### src/rtl/sdpmem_fwd_if.sv
// Bus bundle for sdpmem_fwd: port-A write channel, port-B read channel and
// the registered read result.
//   master : drives wea/bea/addra/dia (write) and reb/addrb (read), sees dob/dob_valid
//   slave  : the memory; samples the request signals, drives dob/dob_valid
interface sdpmem_fwd_if #(
   parameter int unsigned DEPTH = 6,
   parameter int unsigned WIDTH = 32,
   parameter int unsigned BYTE  = 8
);
   localparam int unsigned NB = WIDTH / BYTE;

   logic             wea;
   logic [NB-1:0]    bea;
   logic [DEPTH-1:0] addra;
   logic [WIDTH-1:0] dia;
   logic             reb;
   logic [DEPTH-1:0] addrb;
   logic [WIDTH-1:0] dob;
   logic             dob_valid;

   modport master (
      output wea, bea, addra, dia, reb, addrb,
      input  dob, dob_valid
   );

   modport slave (
      input  wea, bea, addra, dia, reb, addrb,
      output dob, dob_valid
   );
endinterface

### src/rtl/sdpmem_fwd.sv
// Simple dual-port RAM: port A writes with per-byte enables, port B reads
// through a registered path of 1 (OREG=0) or 2 (OREG=1) cycles. FWD selects
// whether a same-address read-during-write returns the merged new word (1)
// or the old word (0).
//   clk  : single rising-edge clock
//   srst : synchronous active-high reset (clears read pipeline, not the RAM)
//   bus  : sdpmem_fwd_if.slave (write channel, read channel, dob/dob_valid)
module sdpmem_fwd #(
   parameter int unsigned DEPTH = 6,
   parameter int unsigned WIDTH = 32,
   parameter int unsigned BYTE  = 8,
   parameter int unsigned OREG  = 0,
   parameter int unsigned FWD   = 1
) (
   input  logic         clk,
   input  logic         srst,
   sdpmem_fwd_if.slave  bus
);
   localparam int unsigned NB    = WIDTH / BYTE;
   localparam int unsigned WORDS = 2 ** DEPTH;

   logic [WIDTH-1:0] mem [WORDS];
   logic [WIDTH-1:0] rd_old;
   logic [WIDTH-1:0] rd_word;
   logic [WIDTH-1:0] q1;
   logic             v1;

   // Storage array with byte-lane write enables; no reset so it maps to RAM.
   always_ff @(posedge clk) begin
      if (!srst && bus.wea) begin
         for (int i = 0; i < int'(NB); i++) begin
            if (bus.bea[i]) begin
               mem[bus.addra][i*BYTE +: BYTE] <= bus.dia[i*BYTE +: BYTE];
            end
         end
      end
   end

   // Array read port returns pre-write contents; forwarding is merged after it.
   assign rd_old = mem[bus.addrb];

   generate
      if (FWD != 0) begin : g_fwd
         logic hit;
         assign hit = bus.wea && (bus.addra == bus.addrb);

         // Same-address collision: enabled lanes come from the write data.
         always_comb begin
            rd_word = rd_old;
            if (hit) begin
               for (int i = 0; i < int'(NB); i++) begin
                  if (bus.bea[i]) begin
                     rd_word[i*BYTE +: BYTE] = bus.dia[i*BYTE +: BYTE];
                  end
               end
            end
         end
      end else begin : g_nofwd
         assign rd_word = rd_old;
      end
   endgenerate

   // Stage 1: capture on accepted read, otherwise hold data and drop valid.
   always_ff @(posedge clk) begin
      if (srst) begin
         q1 <= '0;
         v1 <= 1'b0;
      end else begin
         v1 <= bus.reb;
         if (bus.reb) begin
            q1 <= rd_word;
         end
      end
   end

   generate
      if (OREG != 0) begin : g_oreg
         logic [WIDTH-1:0] q2;
         logic             v2;

         // Stage 2: data moves only with a valid stage-1 result so dob holds.
         always_ff @(posedge clk) begin
            if (srst) begin
               q2 <= '0;
               v2 <= 1'b0;
            end else begin
               v2 <= v1;
               if (v1) begin
                  q2 <= q1;
               end
            end
         end

         assign bus.dob       = q2;
         assign bus.dob_valid = v2;
      end else begin : g_noreg
         assign bus.dob       = q1;
         assign bus.dob_valid = v1;
      end
   endgenerate
endmodule

### src/flat_wrapper.sv
// flat-port wrapper written by rule: the top's interface ports become plain ports
module sdpmem_fwd_flat 
#(
   parameter int unsigned DEPTH = 6,
   parameter int unsigned WIDTH = 32,
   parameter int unsigned BYTE  = 8,
   parameter int unsigned OREG  = 0,
   parameter int unsigned FWD   = 1
)
  (clk, srst, bus_wea, bus_bea, bus_addra, bus_dia, bus_reb, bus_addrb, bus_dob, bus_dob_valid);
  sdpmem_fwd_if #(.DEPTH(DEPTH), .WIDTH(WIDTH), .BYTE(BYTE)) bus_i ();
  input  logic clk;
  input  logic srst;
  input wire logic [$bits(bus_i.wea)-1:0] bus_wea;
  input wire logic [$bits(bus_i.bea)-1:0] bus_bea;
  input wire logic [$bits(bus_i.addra)-1:0] bus_addra;
  input wire logic [$bits(bus_i.dia)-1:0] bus_dia;
  input wire logic [$bits(bus_i.reb)-1:0] bus_reb;
  input wire logic [$bits(bus_i.addrb)-1:0] bus_addrb;
  output wire logic [$bits(bus_i.dob)-1:0] bus_dob;
  output wire logic [$bits(bus_i.dob_valid)-1:0] bus_dob_valid;
  assign bus_i.wea = bus_wea;
  assign bus_i.bea = bus_bea;
  assign bus_i.addra = bus_addra;
  assign bus_i.dia = bus_dia;
  assign bus_i.reb = bus_reb;
  assign bus_i.addrb = bus_addrb;
  assign bus_dob = bus_i.dob;
  assign bus_dob_valid = bus_i.dob_valid;
  sdpmem_fwd #(.DEPTH(DEPTH), .WIDTH(WIDTH), .BYTE(BYTE), .OREG(OREG), .FWD(FWD)) u_core (.clk(clk), .srst(srst), .bus(bus_i));
endmodule
### config.mk
export PLATFORM = sky130hd
export DESIGN_NAME = sdpmem_fwd_flat
export DESIGN_NICKNAME = d
export VERILOG_FILES = /design/src/rtl/sdpmem_fwd_if.sv /design/src/rtl/sdpmem_fwd.sv /design/src/flat_wrapper.sv
export SDC_FILE = /design/constraint.sdc
export NUM_CORES = 2
export LEC_CHECK = 0
export ABC_AREA = 0
export CORE_AREA = 2 2 371 373
export CTS_CLUSTER_DIAMETER = 30
export CTS_CLUSTER_SIZE = 14
export DETAILED_ROUTE_END_ITERATION = 8
export DIE_AREA = 0 0 373 375
export PLACE_DENSITY = 0.76
export REMOVE_ABC_BUFFERS = 1
export SLEW_MARGIN = 40
export SYNTH_ARGS = -nofsm -noshare
export SYNTH_HDL_FRONTEND = slang
export SYNTH_SLANG_ARGS = --single-unit
### constraint.sdc
create_clock -name clk -period 3.4 [get_ports clk]
set_input_delay 0.85 -clock clk [delete_from_list [all_inputs] [get_ports clk]]
set_output_delay 0.85 -clock clk [all_outputs]
set_load 0.05 [all_outputs]
==> results.yml <==
worst_setup_path:
  crit_chain: "clkdlybuf4s50_1"
  critPathBufInv: 1
  arrival_ns: 2.35
  end_kind: "primary output"
  rr_worst_depth: 5
  crit_required_ns: 2.55
  setup.worst_path.start_class: "flip-flop"
  worstSetupPathType: "flip-flop to primary output"
  critPathTopFamily: "buffers and inverters"
  crit_fanout: 3
  path_depth: 1
  max_stage_delay_ns: 0.88
  slowest_stage: "clkdlybuf4s50_1"
clocking:
  htreeDepth: 5
  numCtsBuffers: 360
  hold_buffers: 0
  cts.sinks: 2081
  cts.root.buffer_cell: "clkbuf_16"
  post_cts_resized: 0
  cts.clk_slew.worst_paths_ns: 0.05
  clk_latency_ns: 0.97
  post_cts_buffers: 0
  cts_tree: "built"
  cts_max_path_buffers: 4
cells_and_area:
  nets: 4516
  layout_commonest_cell: "edfxtp_1"
  fillerInstances: 7030
  register_area_um2: 62200
  final_cell_mix: "2048 x edfxtp_1, 557 x mux4_2, 470 x buf_4"
  multi_input_area_um2: 17500
  area_growth_pct: 23.1
  drive_above_1_share: 0.364
synth:
  synth_top_family_by_area: "multiplexers"
  ys.flop_type: "edfxtp_1"
  synth-async-reset-ratio: 0
  syn_inst: 3716
  ys_types: 54
  synth-compound-area-share: 0.0182
  synth_mux_area_frac: 0.170
  yosys.area_share.xor_xnor: 0.000650
  synth_fa_ha_area_frac: 0
  synth_warnings: 0
  synth_edf_count: 2048
  seq_area_frac_synth: 0.768
  avgSynthCellArea_um2: 21.8
  synth_area_um2: 80900
  synthSimpleGateAreaFrac: 0.0272
  ys_seq_elements: 2081
global_route:
  grt.overflow.total: 0
  grt_pass1_vias: 46052
  grt_pass1_wl_um: 338000
  grt_use_total: 0.345
  grt_max_degree: 51
  antenna_found_initial: 7
route:
  dr.pass1.iters: 8
  wl_per_cell_um: 36.6
  routed_via_density: 6.93
  dr.first_iter.drc_count: 7869
  drc: 0
  routed_wl_um: 240000
  vias: 45387
  ant_nets: 0
timing:
  hold_viol_final: 0
  skew_ns: 0.0872
  setup_violations: 0
  tightest_slew_ns: 0.900
  whs_ns: 0.318
  period_needed_ns: 3.20
  max_slew_margin: 0.399
  fmax_mhz: 313
  report.final.slew_viol_count: 0
  setup_slack_ns: 0.200
  rsz0062_at_grt: "no"
  min_period_over_period: 0.941
hold_path:
  holdPathStages: 1
  min_path_type: "input pin to flip-flop"
placed_design:
  gp_congestion: 0.975
  portBuffers: 84
  hpwlAfterDp_um: 138000
  place_ws_ns: -0.184
power:
  leakagePower_nw: 33.1
  max-vdd-ir-drop_v: 0.000621
  p_per_area_nw_per_um2: 683
floorplan:
  die-area_um2: 140000
  rows: 136
  core_um2: 136000
  fp.dieW_um: 373
  pin_count: 85
  initial_core_util: 0.594
  dieHeight_um: 375
status:
  status: "complete, no violations"
flow_run:
  drv_cap: 0
==> metal layers <==
layer,part of all wire,GRT usage,wire length [um],vias to the layer above
li1,-,-,-,17172
met1,0.34,0.448,81700,23400
met2,0.47,0.529,113000,4001
met3,0.13,0.110,31600,807
met4,0.057,0.181,13800,7
met5,0.00061,0.00617,147,-
==> power breakdown <==
group / internal (mW) / leakage [nW] / switching (mW)
Clock: 24.0 / 5.94 / 12.7
Sequential: 28.3 / 18.7 / 0.0804
Combinational: 1.16 / 8.47 / 1.87
==> synth_stat cells (all sizes together), types with 4 or more instances <==
| cell | number | share of area |
|---|---|---|
| nor2 | 305 | 0.014 |
| o22ai | 26 | 0.0020 |
| nand3 | 14 | 0.00087 |
| a311oi | 6 | 0.00065 |
| and3b | 4 | 0.00043 |
| nor2b | 19 | 0.0015 |
| o21ai | 29 | 0.0018 |
| mux4 | 557 | 0.16 |
| and3 | 7 | 0.00054 |
| or2 | 4 | 0.00031 |
| nand2 | 117 | 0.0054 |
| mux2 | 17 | 0.0024 |
| clkbuf | 92 | 0.0043 |
| nand3b | 10 | 0.00093 |
| a2111oi | 18 | 0.0020 |
| nor3 | 13 | 0.00080 |
| a211o | 5 | 0.00054 |
| edfxtp | 2048 | 0.76 |
| buf | 128 | 0.011 |
| mux2i | 105 | 0.013 |
| nand2b | 5 | 0.00039 |
| a211oi | 35 | 0.0032 |
| a22oi | 38 | 0.0035 |
| a221oi | 7 | 0.00076 |
| a31oi | 8 | 0.00062 |
| nor3b | 13 | 0.0012 |
| a21oi | 18 | 0.0011 |
| dfxtp | 33 | 0.0082 |
==> cell families (layout without fill, tap and decap cells) <==
kind of cell / count (synthesis) / after routing
flops: 2081 / 2081
mux: 679 / 679
simple gates: 519 / 519
buf+inv: 223 / 1256
compound gates: 208 / 208
xor+xnor: 6 / 6
other cells: 0 / 7
==> area by class of cell <==
type	count	area share
Clock inverter	246	0.0293
Antenna cell	7	0.000176
Sequential cell	2081	0.624
Tap cell	1794	0.0225
Timing Repair Buffer	606	0.0541
Inverter	3	0.000113
Clock buffer	401	0.0938
Multi-Input combinational cell	1412	0.176
==> worst paths after layout <==
| path | startpoint | end | slack [ns] |
|---|---|---|---|
| worst max-delay path | u_core.bus.dob[8]$_SDFFE_PP0P_ | bus_dob[8] | 0.20 |
| worst min-delay path | bus_dia[22] | u_core.mem[10][22]$_DFFE_PP_ | 0.32 |
| worst max register to register | u_core.mem[61][12]$_DFFE_PP_ | u_core.bus.dob[12]$_SDFFE_PP0P_ | 0.86 |
| worst min register to register | u_core.bus.dob[21]$_SDFFE_PP0P_ | u_core.bus.dob[21]$_SDFFE_PP0P_ | 0.59 |
==> metrics by stage <==
stage           util  instances  power [mW]  setup TNS (ns)  area (um^2)
2_1_floorplan      -       3496        30.0               0        79700
3_3_place_gp   0.640       5895        31.7           -1.72        87300
3_5_place_dp   0.640       5895        31.7           -2.17        87300
4_1_cts        0.730       6542        68.1               0        99600
5_1_grt        0.731       6544        69.3               0        99600
6_report       0.731       6550        68.0               0        99600
==> state kept, by name (all words and copies together) (netlist names) <==
signal,cells
u_core.bus.dob_valid,1
u_core.mem,2048
u_core.bus.dob,32
No activity file was read; power rests on OpenSTA's default activity.
